<file path="src/rtl/serial_rx_pkg.sv">
// Shared definitions for the serial receive controller.
//
// Contents:
//   DW_DEFAULT / CW_DEFAULT : default widths of the captured word and the timebase counter
//   state_t                 : controller state encoding. DONE is reserved and is never
//                             entered; the controller decodes it back to IDLE.
package serial_rx_pkg;

   localparam int unsigned DW_DEFAULT = 256;
   localparam int unsigned CW_DEFAULT = 32;

   typedef enum logic [1:0] {
      ST_IDLE = 2'd0,
      ST_ARM  = 2'd1,
      ST_RUN  = 2'd2,
      ST_DONE = 2'd3
   } state_t;

endpackage

</file>
<file path="src/rtl/serial_rx.sv">
// Serial bit receiver slaved to the controller's timebase.
//
// The frame is a lead-in of n0 cycles followed by nbits bit periods of n1 cycles
// each, MSB first. Each bit is sampled in the middle of its period, at
// cnt == n0 + i*n1 + n1/2. Sampled bits shift in at the LSB, so after the last
// bit the word is right-aligned.
//
// Ports:
//   clk, rst_n : clock and asynchronous active-low reset
//   rx_rst     : synchronous active-high reset from the controller; clears the
//                shift register and reloads the sampling schedule
//   cnt        : controller timebase, 0 on the first receive cycle
//   nbits      : bits per frame (already zero-substituted by the controller)
//   n0, n1     : lead-in length and bit period (already zero-substituted)
//   a          : serial input
//   word       : bits received so far
module serial_rx
   import serial_rx_pkg::*;
#(
   parameter int unsigned P_DW = DW_DEFAULT,
   parameter int unsigned P_CW = CW_DEFAULT
) (
   input  logic            clk,
   input  logic            rst_n,
   input  logic            rx_rst,
   input  logic [P_CW-1:0] cnt,
   input  logic [7:0]      nbits,
   input  logic [P_CW-1:0] n0,
   input  logic [P_CW-1:0] n1,
   input  logic            a,
   output logic [P_DW-1:0] word
);

   // Wide enough that stepping past the last sample point never wraps.
   localparam int unsigned SW = P_CW + 9;

   logic [P_DW-1:0] shift_reg;
   logic [SW-1:0]   next_sample_reg;
   logic [8:0]      taken_reg;
   logic            sample_now;

   assign sample_now = (taken_reg < {1'b0, nbits}) &&
                       ({9'd0, cnt} == next_sample_reg);

   always_ff @(posedge clk or negedge rst_n) begin
      if (!rst_n) begin
         shift_reg       <= '0;
         next_sample_reg <= '0;
         taken_reg       <= '0;
      end else if (rx_rst) begin
         shift_reg       <= '0;
         next_sample_reg <= SW'(n0) + SW'(n1 >> 1);
         taken_reg       <= '0;
      end else if (sample_now) begin
         shift_reg       <= {shift_reg[P_DW-2:0], a};
         next_sample_reg <= next_sample_reg + SW'(n1);
         taken_reg       <= taken_reg + 9'd1;
      end
   end

   assign word = shift_reg;

endmodule

</file>
<file path="src/rtl/serial_rx_ctrl.sv">
// Serial receive controller: accepts a start request, times one frame with a
// free-running counter, and captures the word assembled by serial_rx into a
// valid/ready output register.
//
// Optional build macro: SERIAL_RX_CTRL_STATS_EN adds the 16-bit frame_cnt output,
// counting every capture (including overruns) and wrapping at 0xFFFF.
//
// Ports:
//   clk, rst_n     : clock and asynchronous active-low reset
//   start          : single-cycle frame request, honoured only while idle
//   nbits, n0, n1  : bits per frame, lead-in cycles, cycles per bit (0 means 1)
//   a              : serial input, MSB first
//   busy           : a frame is in progress
//   data, valid    : captured word (right-aligned) and its valid flag
//   ready          : consumer handshake
//   overrun        : sticky, a frame completed while the previous word was unconsumed
//   cfg_err        : sticky, a start was rejected because the frame length overflows
//   clr            : clears overrun and cfg_err (a simultaneous set wins)
//   frame_cnt      : capture counter (SERIAL_RX_CTRL_STATS_EN builds only)
module serial_rx_ctrl
   import serial_rx_pkg::*;
#(
   parameter int unsigned P_DW = DW_DEFAULT,
   parameter int unsigned P_CW = CW_DEFAULT
) (
   input  logic            clk,
   input  logic            rst_n,
   input  logic            start,
   input  logic [7:0]      nbits,
   input  logic [P_CW-1:0] n0,
   input  logic [P_CW-1:0] n1,
   input  logic            a,
   output logic            busy,
   output logic [P_DW-1:0] data,
   output logic            valid,
   input  logic            ready,
   output logic            overrun,
   output logic            cfg_err,
   input  logic            clr
`ifdef SERIAL_RX_CTRL_STATS_EN
   ,
   output logic [15:0]     frame_cnt
`endif
);

   // n0 + nbits*n1 needs P_CW + 8 bits for the product plus one for the sum.
   localparam int unsigned EW = P_CW + 9;

   state_t          state_reg, state_next;
   logic [P_CW-1:0] cnt_reg;
   logic [P_CW-1:0] n0_reg, n1_reg, end_p1_reg;
   logic [7:0]      nbits_reg;
   logic [P_DW-1:0] data_reg;
   logic            valid_reg, overrun_reg, cfg_err_reg;

   logic [7:0]      nbits_eff;
   logic [P_CW-1:0] n0_eff, n1_eff;
   logic [EW-1:0]   end_calc;
   logic            accept, cfg_bad, start_ok, cfg_set;
   logic            capture, overrun_set, rx_rst;
   logic [P_DW-1:0] rx_word, mask;

   // ------------------------------------------------------------------
   // Start qualification
   // ------------------------------------------------------------------
   assign nbits_eff = (nbits == 8'd0)     ? 8'd1       : nbits;
   assign n0_eff    = (n0 == '0)          ? P_CW'(1)   : n0;
   assign n1_eff    = (n1 == '0)          ? P_CW'(1)   : n1;
   assign end_calc  = EW'(n0_eff) + EW'(nbits_eff) * EW'(n1_eff);

   // The counter must be able to reach end+1 without wrapping, so end+1 may be
   // at most 2^P_CW-1, i.e. end itself at most 2^P_CW-2.
   assign cfg_bad  = (end_calc >= EW'({P_CW{1'b1}}));
   assign accept   = start && (state_reg == ST_IDLE);
   assign start_ok = accept && !cfg_bad;
   assign cfg_set  = accept && cfg_bad;

   assign capture     = (state_reg == ST_RUN) && (cnt_reg == end_p1_reg);
   assign overrun_set = capture && valid_reg && !ready;

   // Receiver is held in reset everywhere except RUN, so ARM is the cycle in
   // which it loads the freshly latched schedule.
   assign rx_rst = (state_reg != ST_RUN);

   // ------------------------------------------------------------------
   // FSM
   // ------------------------------------------------------------------
   always_ff @(posedge clk or negedge rst_n) begin
      if (!rst_n) begin
         state_reg <= ST_IDLE;
      end else begin
         state_reg <= state_next;
      end
   end

   always_comb begin
      state_next = state_reg;
      case (state_reg)
         ST_IDLE: if (start_ok) state_next = ST_ARM;
         ST_ARM:  state_next = ST_RUN;
         ST_RUN:  if (capture) state_next = ST_IDLE;
         default: state_next = ST_IDLE;
      endcase
   end

   // ------------------------------------------------------------------
   // Timebase and latched frame parameters
   // ------------------------------------------------------------------
   always_ff @(posedge clk or negedge rst_n) begin
      if (!rst_n) begin
         cnt_reg    <= '0;
         nbits_reg  <= 8'd1;
         n0_reg     <= P_CW'(1);
         n1_reg     <= P_CW'(1);
         end_p1_reg <= '0;
      end else begin
         if (state_reg == ST_RUN && !capture) begin
            cnt_reg <= cnt_reg + P_CW'(1);
         end else begin
            cnt_reg <= '0;
         end
         if (start_ok) begin
            nbits_reg  <= nbits_eff;
            n0_reg     <= n0_eff;
            n1_reg     <= n1_eff;
            end_p1_reg <= end_calc[P_CW-1:0] + P_CW'(1);
         end
      end
   end

   // ------------------------------------------------------------------
   // Receiver
   // ------------------------------------------------------------------
   serial_rx #(
      .P_DW (P_DW),
      .P_CW (P_CW)
   ) u_rx (
      .clk    (clk),
      .rst_n  (rst_n),
      .rx_rst (rx_rst),
      .cnt    (cnt_reg),
      .nbits  (nbits_reg),
      .n0     (n0_reg),
      .n1     (n1_reg),
      .a      (a),
      .word   (rx_word)
   );

   // Keep only the low nbits bits of the received word.
   for (genvar gi = 0; gi < P_DW; gi++) begin : g_mask
      assign mask[gi] = (9'(gi) < {1'b0, nbits_reg});
   end

   // ------------------------------------------------------------------
   // Output word, handshake and sticky flags
   // ------------------------------------------------------------------
   always_ff @(posedge clk or negedge rst_n) begin
      if (!rst_n) begin
         data_reg    <= '0;
         valid_reg   <= 1'b0;
         overrun_reg <= 1'b0;
         cfg_err_reg <= 1'b0;
      end else begin
         if (capture && (!valid_reg || ready)) begin
            data_reg  <= rx_word & mask;
            valid_reg <= 1'b1;
         end else if (!capture && valid_reg && ready) begin
            valid_reg <= 1'b0;
         end
         // On overrun the old word stays and the new one is dropped.

         if (overrun_set) begin
            overrun_reg <= 1'b1;
         end else if (clr) begin
            overrun_reg <= 1'b0;
         end

         if (cfg_set) begin
            cfg_err_reg <= 1'b1;
         end else if (clr) begin
            cfg_err_reg <= 1'b0;
         end
      end
   end

`ifdef SERIAL_RX_CTRL_STATS_EN
   logic [15:0] frame_cnt_reg;

   always_ff @(posedge clk or negedge rst_n) begin
      if (!rst_n) begin
         frame_cnt_reg <= '0;
      end else if (capture) begin
         frame_cnt_reg <= frame_cnt_reg + 16'd1;
      end
   end

   assign frame_cnt = frame_cnt_reg;
`else
   // Statistics disabled: this build has no frame counter.
`endif

   assign busy    = (state_reg != ST_IDLE);
   assign data    = data_reg;
   assign valid   = valid_reg;
   assign overrun = overrun_reg;
   assign cfg_err = cfg_err_reg;

endmodule

</file>
<file path="config.mk">
export PLATFORM = sky130hd
export DESIGN_NAME = serial_rx_ctrl
export DESIGN_NICKNAME = d
export VERILOG_FILES = /design/src/rtl/serial_rx_pkg.sv /design/src/rtl/serial_rx.sv /design/src/rtl/serial_rx_ctrl.sv
export SDC_FILE = /design/constraint.sdc
export NUM_CORES = 2
export LEC_CHECK = 0
export BUFFER_PORTS_ARGS = -buffer_cell sky130_fd_sc_hd__clkbuf_2
export CORE_ASPECT_RATIO = 0.8
export CORE_MARGIN = 2
export CORE_UTILIZATION = 36
export CTS_CLUSTER_DIAMETER = 120
export DETAILED_ROUTE_END_ITERATION = 8
export PLACE_DENSITY = 0.57
export SLEW_MARGIN = 0
export SYNTH_ARGS = -nofsm -noshare
export SYNTH_HDL_FRONTEND = slang
export SYNTH_SLANG_ARGS = --single-unit
</file>
<file path="constraint.sdc">
create_clock -name clk -period 6.8 [get_ports clk]
set_clock_uncertainty 0.15 [all_clocks]
set_input_delay 0.34 -clock clk [delete_from_list [all_inputs] [get_ports clk]]
set_output_delay 0.34 -clock clk [all_outputs]
set_load 0.005 [all_outputs]
</file>
; After elaboration in Yosys (flattened, before gate mapping)
; Index checks and enable logic that the tools add are counted.
[classes]
n_addsub = 6
mul = 1
div_mod_pow = 0
magnitude_cmp = 257
eq_ne = 7
n_shift = 0
n_mux = 18
bitwise = 1
n_reduce_logical = 26
[ops]
columns = operator, count
row1 = 8-bit less-than comparator (first input constant), 127
row2 = 7-bit by 8-bit less-than comparator with 1-bit output (first input constant), 64
row3 = 256-bit 2-to-1 mux, 2
row4 = 256-bit by 255-bit bitwise AND with 256-bit output, 1
row5 = 6-bit by 8-bit less-than comparator with 1-bit output (first input constant), 32
row6 = 5-bit by 8-bit less-than comparator with 1-bit output (first input constant), 16
row7 = 32-bit 2-to-1 mux, 3
row8 = 41-bit 2-to-1 mux, 2
row9 = 32-bit by 1-bit adder with 32-bit output (second input constant), 2
row10 = 32-bit logical NOT, 2
row11 = 4-bit by 8-bit less-than comparator with 1-bit output (first input constant), 8
row12 = 32-bit by 40-bit adder with 41-bit output, 1
row13 = 41-bit by 32-bit adder with 41-bit output, 1
row14 = 32-bit by 41-bit equality test with 1-bit output, 1
row15 = 41-bit by 32-bit >= comparator with 1-bit output (second input constant), 1
row16 = 8-bit by 32-bit multiplier with 40-bit output, 1
row17 = 32-bit by 31-bit adder with 33-bit output, 1
row18 = 32-bit equality test, 1
row19 = 3-bit by 8-bit less-than comparator with 1-bit output (first input constant), 4
row20 = 9-bit 2-to-1 mux, 2
row21 = 1-bit by 8-bit less-than comparator with 1-bit output (first input constant), 2
row22 = 2-bit by 8-bit less-than comparator with 1-bit output (first input constant), 2
row23 = 1-bit logical AND, 11
row24 = 2-bit nonzero test, 5
row25 = 14 further kinds, 24
[word_totals]
reg_bits = 703
latch_bits = 0
mem_bits_rw = 0
mem_bits_ro = 0
in_bits = 78
out_inout_bits = 260
word_cells = 329
mem_count = 0

; Logic depth before layout (Yosys ltp)
[depth]
ltp_word = 9
mapped_depth = 26
depth_no_buf = 23

; By module
; Synthesis repeated with hierarchy kept, for this count alone.
[unflattened]
hier_cells = 4818
area_unflattened_um2 = 43576.8
[modules_own_cells]
columns = module, n_inst, cells_each, area_per_inst_um2, seq_area_each_um2
row1 = serial_rx_ctrl, 1, 2978, 27704.1, 9913.3
row2 = serial_rx, 1, 1840, 15872.7, 7657.3

; Worst setup path before layout
; OpenSTA, ideal clock, no wires.
[synth_path]
kind = in2reg
startpoint = in n1[28]
endpoint = reg n0_reg[25]
setup_time_ns = 0.127
t_arrival_ns = 6.613
required_ns = 6.523
path_slack_ns = -0.090
cell_stages = 25
n_path_buf = 3
path_cell_list = clkbuf_1 > nor4_1 > nand4_1 > o21bai_1 > nand2_1 > fa_1 > inv_1 > fa_1 > fa_1 > inv_1 > fa_1 > inv_1 > ha_1 > nor3_1 > nor3_2 > a221oi_2 > a21boi_0 > o21ai_0 > xnor2_1 > nand4_2 > or3b_1 > o2111ai_2 > buf_6 > buf_8 > mux2_1
[synth_between]
elab_chain_len = 7
[synth_lines]
columns = item, line
row1 = "start, declared", serial_rx_ctrl.sv:31  ; input logic [P_CW-1:0] n1,
row2 = 32-bit logical NOT, serial_rx_ctrl.sv:68  ; assign n1_eff = (n1 == '0) ? P_CW'(1) : n1;
row3 = 32-bit 2-to-1 mux *, serial_rx_ctrl.sv:68
row4 = 8-bit by 32-bit multiplier with 40-bit output *, serial_rx_ctrl.sv:69  ; assign end_calc = EW'(n0_eff) + EW'(nbits_eff) * EW'(n1_eff);
row5 = 32-bit by 40-bit adder with 41-bit output *, serial_rx_ctrl.sv:69
row6 = 41-bit by 32-bit >= comparator with 1-bit output *, serial_rx_ctrl.sv:73  ; assign cfg_bad = (end_calc >= EW'({P_CW{1'b1}}));
row7 = 1-bit logical NOT *, serial_rx_ctrl.sv:75  ; assign start_ok = accept && !cfg_bad;
row8 = 1-bit logical AND *, serial_rx_ctrl.sv:75
row9 = "end signal, assigned", serial_rx_ctrl.sv:124  ; n0_reg <= n0_eff;
row10 = "end, declared", serial_rx_ctrl.sv:51  ; logic [P_CW-1:0] n0_reg, n1_reg, end_p1_reg;
; Every way passes the cells marked *; elsewhere a longest branch is shown, timed or not.
; A chain may end at the register's enable or synchronous reset.

; Final worst setup path
[layout_path]
startpoint = in n1[11]
endpoint = reg end_p1_reg[20]
[layout_between]
elab_chain_len = 7
word_cells_on_any_way = 8
cone_classes = add/sub (2) / mul (1) / order compare (1) / mux (1) / reduce/logical (3)
[layout_lines]
columns = item, line
row1 = 32-bit logical NOT, serial_rx_ctrl.sv:68
row2 = 32-bit 2-to-1 mux *, serial_rx_ctrl.sv:68
row3 = 8-bit by 32-bit multiplier with 40-bit output *, serial_rx_ctrl.sv:69
row4 = 32-bit by 40-bit adder with 41-bit output *, serial_rx_ctrl.sv:69
row5 = 41-bit by 32-bit >= comparator with 1-bit output, serial_rx_ctrl.sv:73
row6 = 1-bit logical NOT, serial_rx_ctrl.sv:75
row7 = 1-bit logical AND, serial_rx_ctrl.sv:75
row8 = "end signal, assigned", serial_rx_ctrl.sv:126  ; end_p1_reg <= end_calc[P_CW-1:0] + P_CW'(1);
row9 = "end, declared", serial_rx_ctrl.sv:51
; Marks and branches as above.

==> reports/results.ini <==
[die]
rows = 113
core_um2 = 118900
dieWidth_um = 391.2
start_util_pct = 36.31
ios = 338
fp.dieH_um = 313.8
die_area_um2 = 122700

[cells_and_area]
fin_nets = 5681
fin_cells = 6921
nFillCells = 11620
syn2layout_area_growth_pct = 20.34
utilization_pct = 43.70
layout-drive-gt1-share_pct = 16.80

[drt]
routed_wl_um = 149300
drc = 0
drtPass1Iterations = 8
wl_per_cell_um = 21.57
drt_iter0_markers = 3823
vias = 37190
viasPerCell = 5.374
postRouteAntennaNets = 0

[critical_path]
cp_cell_sequence = clkbuf_2, dlygate4sd3_1, buf_4, and2_1, fa_1, fa_1, fa_1, inv_1, fa_1, inv_1, ha_1, buf_4, and3_1, a31o_2, o211a_4, o31ai_2, nor2b_2, xnor2_1, or3b_4, o2111ai_4, buf_12, clkbuf_16, clkbuf_16, mux2_2
cp_common_cell = fa_1
worstPathMaxFanout = 9
cp.arrival_ns = 7.04
slowest_delay_ns = 0.57
path_class = in -> reg
critPathTopFamily = adder cells
cp-start-kind = input pin
rr_worst_depth = 12
path_buf_inv = 9
cp-end-kind = flop
cpMaxStageDelayCell = dlygate4sd3_1
crit_required_ns = 7.17
cp_num_cells = 24

[worst_hold_path]
whs_path_depth = 3
hold_class = in -> reg

[sta]
worst_pin_slew_ns = 1.244
fin_crit_sh_pct = 98.04
max_freq_mhz = 150.0
final.setup.worst_slack_ns = 0.1334
final_hold_viol_count = 0
finalCriticalPeriod_ns = 6.667
slew_headroom_pct = 16.76
slew_violations = 0
fin_tns_setup_ns = 0
setup_viol = 0

[global_routing]
grt_max_degree = 240
grt_usage_pct = 23.78
grt_pass1_wl_um = 224400
grt_overflow = 0
grt_pass1_vias = 35880
grt_antenna_before_repair = 10

[clock_network]
cts_buffers = 79
cts_max_level = 3
clkLatencyLatePin_ns = 0.67
cts_tree = yes
cts_root_buf = clkbuf_16
clk_pin_slew_ns = 0.06
clockBufferDepth = 3
clock_sinks = 701

[synthesis]
synth_adder_area_share_pct = 13.89
synth-compound-area-share_pct = 15.90
ys_warn_count = 0
yosys-top-cells-area = dfrtp_1, fa_1, nand2_1
synth_top_cell_by_area = dfrtp_1
yosysMostFrequentCell = nand2_1
synth.area.mux_share_pct = 2.863
async_reset_ff_share_pct = 100.0
synthTopCellsByCount = nand2_1, dfrtp_1, a21oi_1
synth_edf_count = 0
syn_nets = 5233
synth.avg_cell_area_um2 = 8.988
synth-simple-area-share_pct = 17.33
synth.top_cell.area_share_pct = 40.45
synth_seq_cells = 701
seq_area_frac_synth_pct = 40.64
ys.flop_type = dfrtp_1
synth_top_family_by_area = simple AND/OR/NAND/NOR gates
synth_area_um2 = 43180
synth_cell_types = 89
synthCells = 4804
synth_xor_area_share_pct = 3.947

[pwr]
peakVddDrop_mv = 0.4051
power.density_nw_per_um2 = 438.0
power_uw = 22760
p_leak_uw = 0.02375

[job]
maxCapViolations = 0

[place]
gp_congestion = 0.9397
io_buffers = 336
hpwlAfterDp_um = 106100
dp.cells = 6707
place_ws_ns = -0.4953

[status]
status = complete, no violations

[final timing paths]
check                      slack (ns)          from                  endpoint
max                              0.13        n1[11]            end_p1_reg[20]
min                              0.04        n1[29]                n1_reg[29]
max reg2reg                      2.27  nbits_reg[1]  u_rx.next_sample_reg[11]
min reg2reg                      0.32     data[180]                 data[180]
max in group asynchronous        4.94         rst_n                 data[249]
min in group asynchronous        0.10         rst_n   u_rx.next_sample_reg[9]
[power by group]
group	switching, uW	internal (uW)
clock network	1870	2680
logic	7510	5770
registers	429	4500
[logic make-up (layout without fill, tap and decap cells)]
logic type,Yosys count,after routing
AO/OA/AOI/OAI,1158,1158
XOR/XNOR,192,192
adder cells (fa/ha/maj),351,351
buffers and inverters,597,1101
flip-flops,701,701
multiplexers,111,111
other,1,4
AND/OR/NAND/NOR,1693,1693
[stage by stage]
step                      instance area [um2]  hold WS (ns)
after floorplan                         43190       -0.1056
after global placement                  47960        0.1903
after detailed placement                47960        0.1865
after CTS                               51280     0.0002619
after global routing                    51950       0.02404
final                                   51960       0.03818
[routing by layer]
metal	GRT usage, %	share of wire (%)	vias to the layer above
met5	0	0.018	-
met4	6.827	3.0	4
met3	5.309	8.7	276
met2	36.01	44	1377
met1	34.05	44	18460
li1	-	-	17080
[timing repair]
action,CTS,global route
hold endpoints to repair,113,0
gates resized for setup,0,73
hold buffers,56,0
buffers inserted,0,7
endpoints found under the setup margin,0,105
[placed cells by master (no fill, tap or decap), types with 24 or more instances in the layout]
master / Yosys / layout
a21oi_1: 390 / 383
dlygate4sd3_1: 0 / 55
buf_4: 4 / 269
nor4_1: 40 / 35
o21ai_0: 376 / 369
o21a_1: 25 / 24
a211oi_1: 33 / 31
inv_1: 269 / 269
nor3_1: 41 / 37
a21o_1: 43 / 42
mux2_1: 60 / 60
o211ai_1: 153 / 153
clkbuf_16: 0 / 88
dfrtp_1: 698 / 698
xor2_1: 97 / 97
nand2_1: 1079 / 1078
and2_1: 153 / 152
nand3_1: 66 / 65
nor2_1: 148 / 145
clkbuf_2: 1 / 334
ha_1: 137 / 133
mux2_2: 40 / 40
nand4_1: 45 / 45
xnor2_1: 92 / 91
and3_1: 27 / 27
fa_1: 214 / 214
[final cells by class]
| cell class | instances | area [um2] | share of cell area [%] |
|---|---|---|---|
| Multi-Input combinational cell | 3506 | 23690 | 45.60 |
| Sequential cell | 701 | 17550 | 33.77 |
| Timing Repair Buffer | 693 | 4926 | 9.480 |
| Clock buffer | 113 | 2265 | 4.359 |
| Tap cell | 1610 | 2014 | 3.877 |
| Inverter | 271 | 1017 | 1.958 |
| Clock inverter | 24 | 493.0 | 0.9488 |
| Antenna cell | 3 | 7.507 | 0.01445 |
[worst register-to-register path, stage by stage, from the launching register on]
cell      delay, ns
dfrtp_1        0.77
clkinv_1       0.44
ha_1           0.40
a21o_1         0.10
a21o_1         0.11
a21o_1         0.11
a21oi_1        0.07
o21ai_0        0.45
a21o_4         0.44
buf_4          0.86
nor2_1         0.14
a211oi_1       0.24
a21oi_1        0.06
(Power assumes the default switching activity.)
